===== config.mk =====
export PLATFORM = sky130hd
export DESIGN_NAME = round_robin_m2s_wr
export DESIGN_NICKNAME = d
export VERILOG_FILES = /design/src/rtl/round_robin_m2s_wr_pkg.sv /design/src/rtl/round_robin_m2s_wr_pick.sv /design/src/rtl/round_robin_m2s_wr.sv
export SDC_FILE = /design/constraint.sdc
export NUM_CORES = 1
export LEC_CHECK = 0
export ABC_CLOCK_PERIOD_IN_PS = 4000
export CORE_AREA = 2 2 164 166
export DETAILED_ROUTE_END_ITERATION = 8
export DIE_AREA = 0 0 166 168
export PLACE_DENSITY = 0.48
export SYNTH_ARGS = -nofsm -noshare
export SYNTH_HDL_FRONTEND = slang
export SYNTH_SLANG_ARGS = --single-unit

===== constraint.sdc =====
create_clock -name clk -period 4 [get_ports clk]
set_clock_uncertainty 0.1 [all_clocks]
set_input_delay 0.8 -clock clk [delete_from_list [all_inputs] [get_ports clk]]
set_output_delay 0.8 -clock clk [all_outputs]
set_load 0.05 [all_outputs]

===== src/rtl/round_robin_m2s_wr_pkg.sv =====
// Shared types and constants for the four-master AXI write-path arbiter.
package m2s_wr_pkg;
   localparam int NUM_M       = 4;
   localparam int IDX_W       = 2;
   localparam int BURST_LEN_W = 8;

   typedef enum logic [1:0] {
      IDLE = 2'd0,
      ADDR = 2'd1,
      DATA = 2'd2,
      RESP = 2'd3
   } state_e;
endpackage


===== src/rtl/round_robin_m2s_wr_pick.sv =====
// Combinational rotating-priority picker: searches from last+1 upward, wrapping.
module m2s_rr_pick
   import m2s_wr_pkg::*;
(
   input  logic [NUM_M-1:0] req_i,
   input  logic [IDX_W-1:0] last_i,
   output logic [NUM_M-1:0] pick_o,
   output logic [IDX_W-1:0] idx_o
);
   logic [IDX_W-1:0] cand;
   logic             found;

   always_comb begin
      pick_o = '0;
      idx_o  = '0;
      found  = 1'b0;
      cand   = '0;
      // k == NUM_M wraps back to last itself, so it is checked last
      for (int k = 1; k <= NUM_M; k++) begin
         cand = last_i + IDX_W'(k);
         if (!found && req_i[cand]) begin
            found        = 1'b1;
            pick_o[cand] = 1'b1;
            idx_o        = cand;
         end
      end
   end
endmodule


===== src/rtl/round_robin_m2s_wr.sv =====
// Four-master to one-slave AXI write arbiter; grant held from AW accept through B.
module round_robin_m2s_wr
   import m2s_wr_pkg::*;
#(
   parameter int ADDR_W = 32,
   parameter int DATA_W = 32,
   parameter int STRB_W = DATA_W / 8
) (
   input  logic                      clk,
   input  logic                      rst,
   input  logic [NUM_M-1:0]          m_awvalid,
   output logic [NUM_M-1:0]          m_awready,
   input  logic [NUM_M*ADDR_W-1:0]   m_awaddr,
   input  logic [NUM_M*8-1:0]        m_awlen,
   input  logic [NUM_M-1:0]          m_wvalid,
   output logic [NUM_M-1:0]          m_wready,
   input  logic [NUM_M*DATA_W-1:0]   m_wdata,
   input  logic [NUM_M*STRB_W-1:0]   m_wstrb,
   input  logic [NUM_M-1:0]          m_wlast,
   output logic [NUM_M-1:0]          m_bvalid,
   input  logic [NUM_M-1:0]          m_bready,
   output logic [1:0]                m_bresp,
   output logic                      s_awvalid,
   input  logic                      s_awready,
   output logic [ADDR_W-1:0]         s_awaddr,
   output logic [7:0]                s_awlen,
   output logic                      s_wvalid,
   input  logic                      s_wready,
   output logic [DATA_W-1:0]         s_wdata,
   output logic [STRB_W-1:0]         s_wstrb,
   output logic                      s_wlast,
   input  logic                      s_bvalid,
   output logic                      s_bready,
   input  logic [1:0]                s_bresp,
   output logic [NUM_M-1:0]          grant,
   output logic                      err_wlast
);
   state_e                 state_q, state_d;
   logic [NUM_M-1:0]       grant_q, grant_d;
   logic [IDX_W-1:0]       last_q, last_d;
   logic [BURST_LEN_W-1:0] cnt_q, cnt_d;
   logic                   err_q, err_d;
   logic [NUM_M-1:0]       pick;
   logic [IDX_W-1:0]       pick_idx;

   m2s_rr_pick u_pick (
      .req_i  (m_awvalid),
      .last_i (last_q),
      .pick_o (pick),
      .idx_o  (pick_idx)
   );

   // last_q doubles as the owner index while a transaction is in flight
   always_comb begin
      m_awready = '0;
      m_wready  = '0;
      m_bvalid  = '0;
      m_bresp   = '0;
      s_awvalid = 1'b0;
      s_awaddr  = '0;
      s_awlen   = '0;
      s_wvalid  = 1'b0;
      s_wdata   = '0;
      s_wstrb   = '0;
      s_wlast   = 1'b0;
      s_bready  = 1'b0;
      case (state_q)
         ADDR: begin
            s_awvalid         = m_awvalid[last_q];
            s_awaddr          = m_awaddr[last_q*ADDR_W +: ADDR_W];
            s_awlen           = m_awlen[last_q*8 +: 8];
            m_awready[last_q] = s_awready;
         end
         DATA: begin
            s_wvalid         = m_wvalid[last_q];
            s_wdata          = m_wdata[last_q*DATA_W +: DATA_W];
            s_wstrb          = m_wstrb[last_q*STRB_W +: STRB_W];
            s_wlast          = m_wlast[last_q];
            m_wready[last_q] = s_wready;
         end
         RESP: begin
            m_bvalid[last_q] = s_bvalid;
            s_bready         = m_bready[last_q];
            m_bresp          = s_bresp;
         end
         default: ;
      endcase
   end

   always_comb begin
      state_d = state_q;
      grant_d = grant_q;
      last_d  = last_q;
      cnt_d   = cnt_q;
      err_d   = err_q;
      case (state_q)
         IDLE: begin
            if (|m_awvalid) begin
               grant_d = pick;
               last_d  = pick_idx;
               state_d = ADDR;
            end
         end
         ADDR: begin
            if (s_awvalid && s_awready) begin
               cnt_d   = s_awlen;
               state_d = DATA;
            end
         end
         DATA: begin
            if (s_wvalid && s_wready) begin
               // the beat counter ends the burst; wlast is only audited
               if (s_wlast != (cnt_q == '0)) err_d = 1'b1;
               if (cnt_q == '0) state_d = RESP;
               else             cnt_d   = cnt_q - 1'b1;
            end
         end
         RESP: begin
            if (s_bvalid && s_bready) begin
               grant_d = '0;
               state_d = IDLE;
            end
         end
         default: state_d = IDLE;
      endcase
   end

   always_ff @(posedge clk or posedge rst) begin
      if (rst) begin
         state_q <= IDLE;
         grant_q <= '0;
         last_q  <= IDX_W'(NUM_M - 1);
         cnt_q   <= '0;
         err_q   <= 1'b0;
      end else begin
         state_q <= state_d;
         grant_q <= grant_d;
         last_q  <= last_d;
         cnt_q   <= cnt_d;
         err_q   <= err_d;
      end
   end

   assign grant     = grant_q;
   assign err_wlast = err_q;
endmodule


==> impl_results.md <==
- Startpoint types: register
- Hold Buf Count CTS: 0
- DR iter-0 viols: roughly 160
- Slew margin rel.: around half
- Initial DRT Pass Iterations: 4
- Vias per inst: roughly 4.3
- WL met3: between 1500 and 2000 um
- Yosys top cell area share: between 40% and 50%
- Max incr delay on CP: a little under 0.8 ns
- CTS resizes: 0
- Syn_nets: between 600 and 700
- Largest net degree at the start of global routing: 40
- M1 WL: a little under 10,000 um
- Clk pwr share: roughly 3.7%
- Path depth of the worst reg2reg path: 7
- Placeable Area: 0.0264 mm2
- PD cells: 655 mW/mm2
- Clock buffer depth: 2
- Die Area: ~0.028 mm2
- Number of synthesized register bits: 17
- Layout cells sized above 1: 21.0%
- Finished Layout Cells: 1,095
- WL final: around 24,000 um
- GPL Wtd Cong: between 0.7 and 0.8
- Hold_sp: err_wlast
- Die X: ~170 um
- Hold depth: 1
- Synth Warn #: 0
- DR WL/cell: about 22 um
- Top post-synthesis cells by area: mux4_2, and2_1, dfrtp_1
- Top Layer Used: met5
- Skew-Pair Late Insertion Delay: ~0.25 ns
- Psw: 0.00305 W
- Synth cell types: 47
- Number of setup buffers added after CTS: 0
- CP max FO: 24
- RSZ-0062 raised after global routing: no
- Delay-heaviest family, CP: buffers and inverters
- Synth Flop Type: dfrtp_1
- Area delta synth->final: 119%
- R2R Path End: last_q[0]
- CTS clk-pin slew, worst paths: around 0.060 ns
- CTS Buf Count: 3
- Max-cap viol count: 0
- # H-tree levels: 1
- Final period utilization: 92.4%
- Worst path cell trace: buf_12, mux4_2, and2_1, clkdlybuf4s50_1
- CP endpoint kind: output pin
- Critical path buffers and inverters: 2
- Register share of total power: around 7.7%
- Seq/Total Area, Yosys: ~11%
- CP required: between 3 and 4 ns
- Via count: 4,758
- RR Startpoint: last_q[1]
- Worst EP arrival: roughly 2.8 ns
- Leakage: 3.22 nW
- Port Buffers: about 430
- Starting Density: ~15%
- Top-count cell post-synth: and2_1
- Worst reg-to-reg setup slack: 0.81 ns
- Root buf cell: clkbuf_16
- Stages on the worst setup path: 4
- NumNets Final: approximately 1,100
- Yosys top cell by area: mux4_2
- Pins Over Slew Limit: 0
- Post-DP HPWL: between 20,000 and 25,000 um
- Finish-stage setup viols: 0
- Peak Freq: ~0.27 GHz
- Min Tclk post-route: 3.70 ns
- DR WL met2: 12,300 um
- Post-synth EDFFs: 0
- Initial antenna violation count: 8
- Int Power: roughly 0.0026 W
- Die height: 168 um
- CP Class: reg2out
- Switching Fraction: between 50% and 60%
- Async SR Flop Fraction: between 90% and 100%
- Status: finished, final reports clean
- Residual DRC: 0
- Site Rows: 60
- Post-Place Cells: about 1,100
- HP Class: reg2reg
- Synthesized area: roughly 0.0039 mm2
- Logic pwr share: between 80% and 90%
- Mapped Cells: between 300 and 400
- Slowest stage cell, crit path: clkdlybuf4s50_1
- Worst-Margin Slew: 0.725 ns
- Post-route ant nets: 0
- Synth cell count leaders: and2_1, mux4_2, clkbuf_1
- Grt ovf: 0
- Number of clock sinks: 17
- Vias in the first global route: between 5,000 and 6,000
- IO Count: about 430
- Mean Syn Cell Area: 11.4 um2
- Post-Route Setup TNS: 0 ns
- Inserted Diodes: 0
- Peak VDD IR: about 0.24 mV
- First-pass GRT wire length: ~35,000 um
- CTS tree: yes
- Final count of hold timing violations: 0
- Hold endpoint: err_wlast
- Fillcell total: around 2,700
- GRT Overall Usage: ~17%
## registers in the layout, summed over array words and instances (netlist names)
name	cells
state_q	2
grant	4
cnt_q	8
err_wlast	1
last_q	2
## area by class of cell
| class | count | area, um2 | area share (%) |
|---|---|---|---|
| Tap cell | 341 | 427 | 4.99 |
| Sequential cell | 17 | 435 | 5.09 |
| Multi-Input combinational cell | 284 | 3300 | 38.6 |
| Timing Repair Buffer | 440 | 4280 | 50.1 |
| Inverter | 9 | 33.8 | 0.395 |
| Clock buffer | 4 | 78.8 | 0.921 |
## layout by cell type (no fill, tap or decap), types with 6 or more instances in the layout
master and count:
clkdlybuf4s50_1 377, and2_1 82, mux4_2 77, buf_4 60, dfrtp_1 15, and3_1 12, ha_1 12, inv_1 9
o21ai_0 9, nand2_1 8, nor3_1 7, nor2_1 6, a2bb2oi_1 6, mux4_1 6
## routing by layer
layer	vias to the layer above	global-route usage, %
li1	2194	-
met3	24	4.56
met4	14	2.46
met2	187	29.0
met1	2339	20.7
met5	-	0
## stage by stage
step	power [W]	area (um2)	hold WS (ns)	setup slack [ns]	util, %
4_1_cts	0.00568	8560	0.377	0.270	32.5
2_1_floorplan	0.00376	3910	0.404	0.449	-
3_3_place_gp	0.00547	8480	0.352	0.390	32.2
6_report	0.00560	8560	0.374	0.304	32.5
5_1_grt	0.00593	8560	0.417	0.211	32.5
3_5_place_dp	0.00546	8480	0.364	0.365	32.2
## power by group through the flow
stage | sequential (W) | clock, W | combinational, W
after floorplan | 0.000398 | 0 | 0.00336
after global placement | 0.000439 | 0 | 0.00503
after detailed placement | 0.000433 | 0 | 0.00502
after CTS | 0.000431 | 0.000212 | 0.00504
after global routing | 0.000451 | 0.000221 | 0.00526
final | 0.000429 | 0.000210 | 0.00496
## how the worst max path moves through the flow
stage | end | from
5_1_grt | s_awaddr[1] | last_q[0]
2_1_floorplan | last_q[0] | last_q[1]
4_1_cts | s_awaddr[1] | last_q[0]
3_5_place_dp | s_awvalid | m_awvalid[3]
3_3_place_gp | s_awvalid | m_awvalid[3]
6_report | s_awaddr[1] | last_q[0]
## cells by family (layout without fill, tap and decap cells)
kind of cell	after synthesis	in the layout	synth area share, %
mux	90	90	50.3
compound gates	41	41	7.90
simple gates	137	137	21.1
xor+xnor	2	2	0.448
fa+ha+maj	14	14	4.48
flops	17	17	10.9
buf+inv	42	453	4.80
(Power assumes the default switching activity.)
